File: src/rtl/div_unit_pkg.sv
`default_nettype none
// +--------------------------------------------------------------------------+
// | Module      : div_unit_pkg                                               |
// | Description : Shared divider types: op encoding and control-FSM states.  |
// | Revision    : 1.0 - initial release                                      |
// +--------------------------------------------------------------------------+
package div_unit_pkg;

    // bit0 = unsigned, bit1 = remainder
    typedef enum logic [1:0] {
        OP_DIV  = 2'b00,
        OP_DIVU = 2'b01,
        OP_REM  = 2'b10,
        OP_REMU = 2'b11
    } div_op_e;

    localparam int c_op_unsigned_bit = 0;
    localparam int c_op_rem_bit      = 1;

    typedef enum logic [1:0] {
        ST_IDLE = 2'd0,
        ST_CALC = 2'd1,
        ST_DONE = 2'd2
    } div_state_e;

endpackage
`default_nettype wire

File: src/rtl/div_unit_adder.sv
`default_nettype none
// +--------------------------------------------------------------------------+
// | Module      : div_unit_adder                                             |
// | Description : Generic W-bit adder with carry-in from the arithmetic lib. |
// | Revision    : 1.0 - initial release                                      |
// +--------------------------------------------------------------------------+
module div_unit_adder #(
    parameter int W = 33
) (
    input  logic [W-1:0] i_a,
    input  logic [W-1:0] i_b,
    input  logic         i_c_in,
    output logic [W-1:0] o_sum
);

    assign o_sum = i_a + i_b + W'(i_c_in);

endmodule
`default_nettype wire

File: src/rtl/div_unit.sv
`default_nettype none
// +--------------------------------------------------------------------------+
// | Module      : div_unit                                                   |
// | Description : Iterative radix-2 restoring divider, DIV/DIVU/REM/REMU,    |
// |               valid/ready handshake on both sides.                       |
// | Revision    : 1.0 - initial release                                      |
// +--------------------------------------------------------------------------+
module div_unit
    import div_unit_pkg::*;
#(
    parameter int N = 32
) (
    input  logic         clk,
    input  logic         rst,
    input  logic         in_valid,
    output logic         in_ready,
    input  logic [N-1:0] a,
    input  logic [N-1:0] b,
    input  logic [1:0]   div_control,
    output logic         out_valid,
    input  logic         out_ready,
    output logic [N-1:0] result,
    output logic         div_by_zero_flag
);

    localparam int               c_cnt_w   = $clog2(N) + 1;
    localparam logic [c_cnt_w-1:0] c_last    = c_cnt_w'(N - 1);
    localparam logic [c_cnt_w-1:0] c_cnt_one = c_cnt_w'(1);
    localparam logic [N-1:0]     c_one     = N'(1);
    localparam logic [N-1:0]     c_min     = {1'b1, {(N-1){1'b0}}};

    div_state_e         r_state;
    div_state_e         w_next_state;

    logic [N-1:0]       r_rem;
    logic [N-1:0]       r_quo;
    logic [N-1:0]       r_div;
    logic [N-1:0]       r_result;
    logic               r_dbz;
    logic               r_neg_q;
    logic               r_neg_r;
    logic               r_is_rem;
    logic [c_cnt_w-1:0] r_count;

    logic               w_accept;
    logic               w_signed;
    logic               w_rem_op;
    logic               w_a_neg;
    logic               w_b_neg;
    logic [N-1:0]       w_a_mag;
    logic [N-1:0]       w_b_mag;
    logic               w_b_zero;
    logic               w_ovf;
    logic               w_special;
    logic [N-1:0]       w_special_result;
    logic               w_last;

    logic [N:0]         w_shifted;
    logic [N:0]         w_trial;
    logic               w_q_bit;
    logic [N-1:0]       w_rem_next;
    logic [N-1:0]       w_quo_next;
    logic [N-1:0]       w_fix_result;

    // ------------------------------------------------------------------
    // Request decode
    // ------------------------------------------------------------------
    assign in_ready  = (r_state == ST_IDLE) & ~rst;
    assign w_accept  = in_valid & in_ready;

    assign w_signed  = ~div_control[c_op_unsigned_bit];
    assign w_rem_op  = div_control[c_op_rem_bit];
    assign w_a_neg   = w_signed & a[N-1];
    assign w_b_neg   = w_signed & b[N-1];
    assign w_a_mag   = w_a_neg ? (~a + c_one) : a;
    assign w_b_mag   = w_b_neg ? (~b + c_one) : b;

    assign w_b_zero  = (b == '0);
    assign w_ovf     = w_signed & (a == c_min) & (b == '1);
    assign w_special = w_b_zero | w_ovf;

    // Divide-by-zero takes priority: -2^(N-1) / 0 is a divide-by-zero, not overflow
    always_comb begin
        w_special_result = '0;
        if (w_b_zero)
            w_special_result = w_rem_op ? a : '1;
        else
            w_special_result = w_rem_op ? '0 : a;
    end

    // ------------------------------------------------------------------
    // One restoring-division step: trial = {rem, next dividend bit} - |b|
    // ------------------------------------------------------------------
    assign w_shifted = {r_rem, r_quo[N-1]};

    div_unit_adder #(
        .W (N + 1)
    ) u_trial_sub (
        .i_a    (w_shifted),
        .i_b    (~{1'b0, r_div}),
        .i_c_in (1'b1),
        .o_sum  (w_trial)
    );

    // Operands stay below 2^N, so the top bit of the N+1-bit difference is its sign
    assign w_q_bit    = ~w_trial[N];
    assign w_rem_next = w_q_bit ? w_trial[N-1:0] : w_shifted[N-1:0];
    assign w_quo_next = {r_quo[N-2:0], w_q_bit};
    assign w_last     = (r_count == c_last);

    always_comb begin
        w_fix_result = '0;
        if (r_is_rem)
            w_fix_result = r_neg_r ? (~w_rem_next + c_one) : w_rem_next;
        else
            w_fix_result = r_neg_q ? (~w_quo_next + c_one) : w_quo_next;
    end

    // ------------------------------------------------------------------
    // Control FSM
    // ------------------------------------------------------------------
    always_ff @(posedge clk) begin
        if (rst)
            r_state <= ST_IDLE;
        else
            r_state <= w_next_state;
    end

    always_comb begin
        w_next_state = r_state;
        case (r_state)
            ST_IDLE: if (w_accept) w_next_state = w_special ? ST_DONE : ST_CALC;
            ST_CALC: if (w_last)   w_next_state = ST_DONE;
            ST_DONE: if (out_ready) w_next_state = ST_IDLE;
            default: w_next_state = ST_IDLE;
        endcase
    end

    // ------------------------------------------------------------------
    // Datapath
    // ------------------------------------------------------------------
    always_ff @(posedge clk) begin
        if (rst) begin
            r_rem    <= '0;
            r_quo    <= '0;
            r_div    <= '0;
            r_result <= '0;
            r_dbz    <= 1'b0;
            r_neg_q  <= 1'b0;
            r_neg_r  <= 1'b0;
            r_is_rem <= 1'b0;
            r_count  <= '0;
        end else begin
            case (r_state)
                ST_IDLE: begin
                    if (w_accept) begin
                        r_count  <= '0;
                        r_is_rem <= w_rem_op;
                        r_neg_q  <= w_a_neg ^ w_b_neg;
                        r_neg_r  <= w_a_neg;
                        r_rem    <= '0;
                        r_quo    <= w_a_mag;
                        r_div    <= w_b_mag;
                        if (w_special) begin
                            r_result <= w_special_result;
                            r_dbz    <= w_b_zero;
                        end
                    end
                end
                ST_CALC: begin
                    r_rem   <= w_rem_next;
                    r_quo   <= w_quo_next;
                    r_count <= r_count + c_cnt_one;
                    if (w_last) begin
                        r_result <= w_fix_result;
                        r_dbz    <= 1'b0;
                    end
                end
                default: ;
            endcase
        end
    end

    assign out_valid        = (r_state == ST_DONE);
    assign result           = r_result;
    assign div_by_zero_flag = r_dbz;

endmodule
`default_nettype wire

File: config.mk
export PLATFORM = sky130hd
export DESIGN_NAME = div_unit
export DESIGN_NICKNAME = d
export VERILOG_FILES = /design/src/rtl/div_unit_pkg.sv /design/src/rtl/div_unit_adder.sv /design/src/rtl/div_unit.sv
export SDC_FILE = /design/constraint.sdc
export NUM_CORES = 1
export LEC_CHECK = 0
export CORE_UTILIZATION = 52
export CTS_CLUSTER_DIAMETER = 60
export DETAILED_ROUTE_END_ITERATION = 16
export GPL_ROUTABILITY_DRIVEN = 0
export PLACE_DENSITY = 0.73
export SLEW_MARGIN = 20
export SYNTH_ARGS = -nofsm -noshare
export SYNTH_HDL_FRONTEND = slang
export SYNTH_SLANG_ARGS = --single-unit
File: constraint.sdc
create_clock -name clk -period 5.51 [get_ports clk]
set_input_delay 1.102 -clock clk [delete_from_list [all_inputs] [get_ports clk]]
set_output_delay 1.102 -clock clk [all_outputs]
set_load 0.02 [all_outputs]
==> reports/qor.txt <==
CTS tree = yes
Placed insts = 1921
CP max-delay cell = fa_1
Die X = 153 um
Post-synth top cells = nor2_1 (170), a21oi_1 (148), dfxtp_1 (140)
Worst-Margin Slew = 1080 ps
Worst skew pair latency = 440 ps
Die Y = 153 um
Post-route core utilization = 60.5%
Post-route ant nets = 0
Initial DRC count = 1458
Drt wl/cell = 20.0 um
Post-synth top area cell = dfxtp_1
DR pass1 iterations = 6
Routed WL = 39000 um
Yosys reg bits = 140
PnR worst setup slack = 646 ps
Cts hold-fix bufs = 0
Max stage delay on crit path = 420 ps
Hold crit path type = flip-flop to flip-flop
Setup Skew = 16.5 ps
H-tree depth = 4
Fmax = 206 MHz
Seq/Total Area, Yosys = 23.5%
Vias in the first global route = 11.5k
Fin. max-slew vios = 0
Synth top area share = 23.5%
CORE AREA = 0.0226 mm2
# Max-Cap Violations = 0
Synth Net Count = 1729
Worst EP arrival = 5210 ps
Non-filler cells in the finished layout = 1953
Minimum clock period = 4860 ps
Clock sinks = 140
P per Cell Area = 265 mW/mm2
CP max FO = 19
Distinct cells, synth = 96
Largest net degree at the start of global routing = 85
Most common cell in the netlist = nor2_1
Total CTS buffers = 17
CP required = 5860 ps
Setup-failing EPs final = 0
Mapped Area = 0.0119 mm2
P_leak = 0.00483 uW
Num ports = 105
Global-route wire length before repair = 61800 um
Crit-path cells = inv_1 -> ha_1 -> inv_1 -> fa_1 -> and3_1 -> o211a_1 -> o21ai_1 -> a21oi_2 -> o21a_1 -> buf_4 -> o21ai_0 -> o21ai_0 -> inv_1 -> ha_1 -> nand3_1 -> inv_1 -> nand4_1 -> a211oi_1 -> a31oi_1 -> nor3_2 -> nand3b_1 -> a211o_1 -> a311oi_1
Unrepaired setup endpoints after global routing = no
Ant diodes = 0
Post-synth EDFFs = 0
Final Hold Fails = 0
Gate count after technology mapping = 1620
Fillers = 2126
Initial antenna violation count = 0
Endpoint class of the critical path = flip-flop
Sum Neg Setup Slack = 0 ps
Via count = 12.8k
Synth area leaders = dfxtp_1 (23%), a21oi_1 (6.2%), xnor2_1 (5.5%), nor2_1 (5.3%), o21ai_0 (4.6%)
Crit-path most repeated cell = inv_1
Synthesis warning total = 0
Tot GR Track Use = 32.7%
Ys flop type = dfxtp_1
Congestion Overflow GR = 0
Post-DP HPWL = 28500 um
Outcome = completed
DIE AREA = 0.0236 mm2
Area grow syn2layout = 14.5%
Avg Cell Area, Syn = 7.36 um2
Layout cells sized above 1 = 6.89%
Root Driver = clkbuf_16
Clock transition at the registers of the reported paths = 70 ps
Row cnt = 55
Setup WS pre-CTS = 441 ps
Final net count = 1764
Setup Crit Path Kind = flip-flop to flip-flop
# port buffers = 104
Post-CTS Setup Bufs = 0
Fin crit share = 88.3%
Max rail drop VDD = 223 uV
Drt drc = 0
Critical Path Start Type = flip-flop
Clock tree buffer depth = 2
Post-CTS Resized = 0
Via-to-Cell Ratio = 6.55
FFs w/ async S/R, synth = 0%
Slew margin rel. = 27.4%
Initial core utilization = 52.9%
[final timing paths]
path / from / endpoint / slack [ps] / cells past startpoint
min reg2reg: result[5] / result[5] / 450 / 2
max: r_quo[31] / result[30] / 650 / 23
min: result[5] / result[5] / 450 / 2
max reg2reg: r_quo[31] / result[30] / 650 / 23
[metrics by stage]
step                      hold WS (ps)  power, uW  instance area, um2
after floorplan                    451       2010               11900
after global placement             444       2370               13000
after detailed placement           445       2380               13000
after CTS                          455       3590               13700
after global routing               481       3790               13700
final                              453       3620               13700
[routing by layer]
| layer | global-route usage, % | wire (um) | vias up |
|---|---|---|---|
| li1 | - | - | 6031 |
| met1 | 44.3 | 16600 | 5978 |
| met2 | 51.6 | 17700 | 681 |
| met3 | 6.01 | 3550 | 101 |
| met4 | 12.2 | 1220 | 0 |
| met5 | 0 | 0 | - |
[registers in the layout, indices dropped and copies added, names as in the netlist]
register and count:
r_state 2, result 32, r_is_rem 1, r_neg_q 1
r_count 6, r_quo 32, div_by_zero_flag 1, r_rem 32
r_div 32, r_neg_r 1
[worst max-delay path: cells and delay by family, from the launching register on]
family	cells	cell delay, ps
simple gates	5	960
flops	1	340
buf+inv	5	560
compound gates	10	2070
fa+ha+maj	3	830
[cell usage in the layout (no fill, tap or decap), drive strengths merged, types with 10 or more instances in the layout]
| master | instances |
|---|---|
| nor2 | 172 |
| inv | 67 |
| o31ai | 24 |
| and2 | 11 |
| clkbuf | 17 |
| o211ai | 19 |
| o41ai | 14 |
| nor3 | 46 |
| dfxtp | 140 |
| a31oi | 39 |
| or3 | 40 |
| a211oi | 22 |
| maj3 | 26 |
| xnor2 | 75 |
| nor4 | 22 |
| and3 | 14 |
| nand3 | 40 |
| mux2i | 19 |
| xor2 | 50 |
| o21ai | 122 |
| nor2b | 12 |
| nand4 | 28 |
| clkdlybuf4s50 | 103 |
| o21a | 10 |
| nand2b | 12 |
| or4 | 13 |
| buf | 24 |
| a21o | 17 |
| a21oi | 153 |
| ha | 38 |
| a22oi | 34 |
| nand2 | 127 |
[cells by family after synthesis]
group	after synthesis	synth area share [%]
compound gates	532	29.5
xor+xnor	125	9.18
fa+ha+maj	65	6.33
buf+inv	170	6.05
flops	140	23.5
mux	26	2.25
simple gates	562	23.2
[area by class of cell]
class                      count  area [um2]  area share (%)
multi-input combinational   1310        8440            61.8
sequential                   140        2800            20.5
timing repair buffer         127        1210            8.87
clock buffer                  17         425            3.12
tap                          285         357            2.61
inverter                      59         221            1.62
clock inverter                15         193            1.41
[power by group]
group	switching, uW	internal [uW]	total [uW]
combinational	808	468	1280
clock	565	657	1220
sequential	55.7	1070	1130
total	1430	2200	3620
No activity file was read; power rests on OpenSTA's default activity.
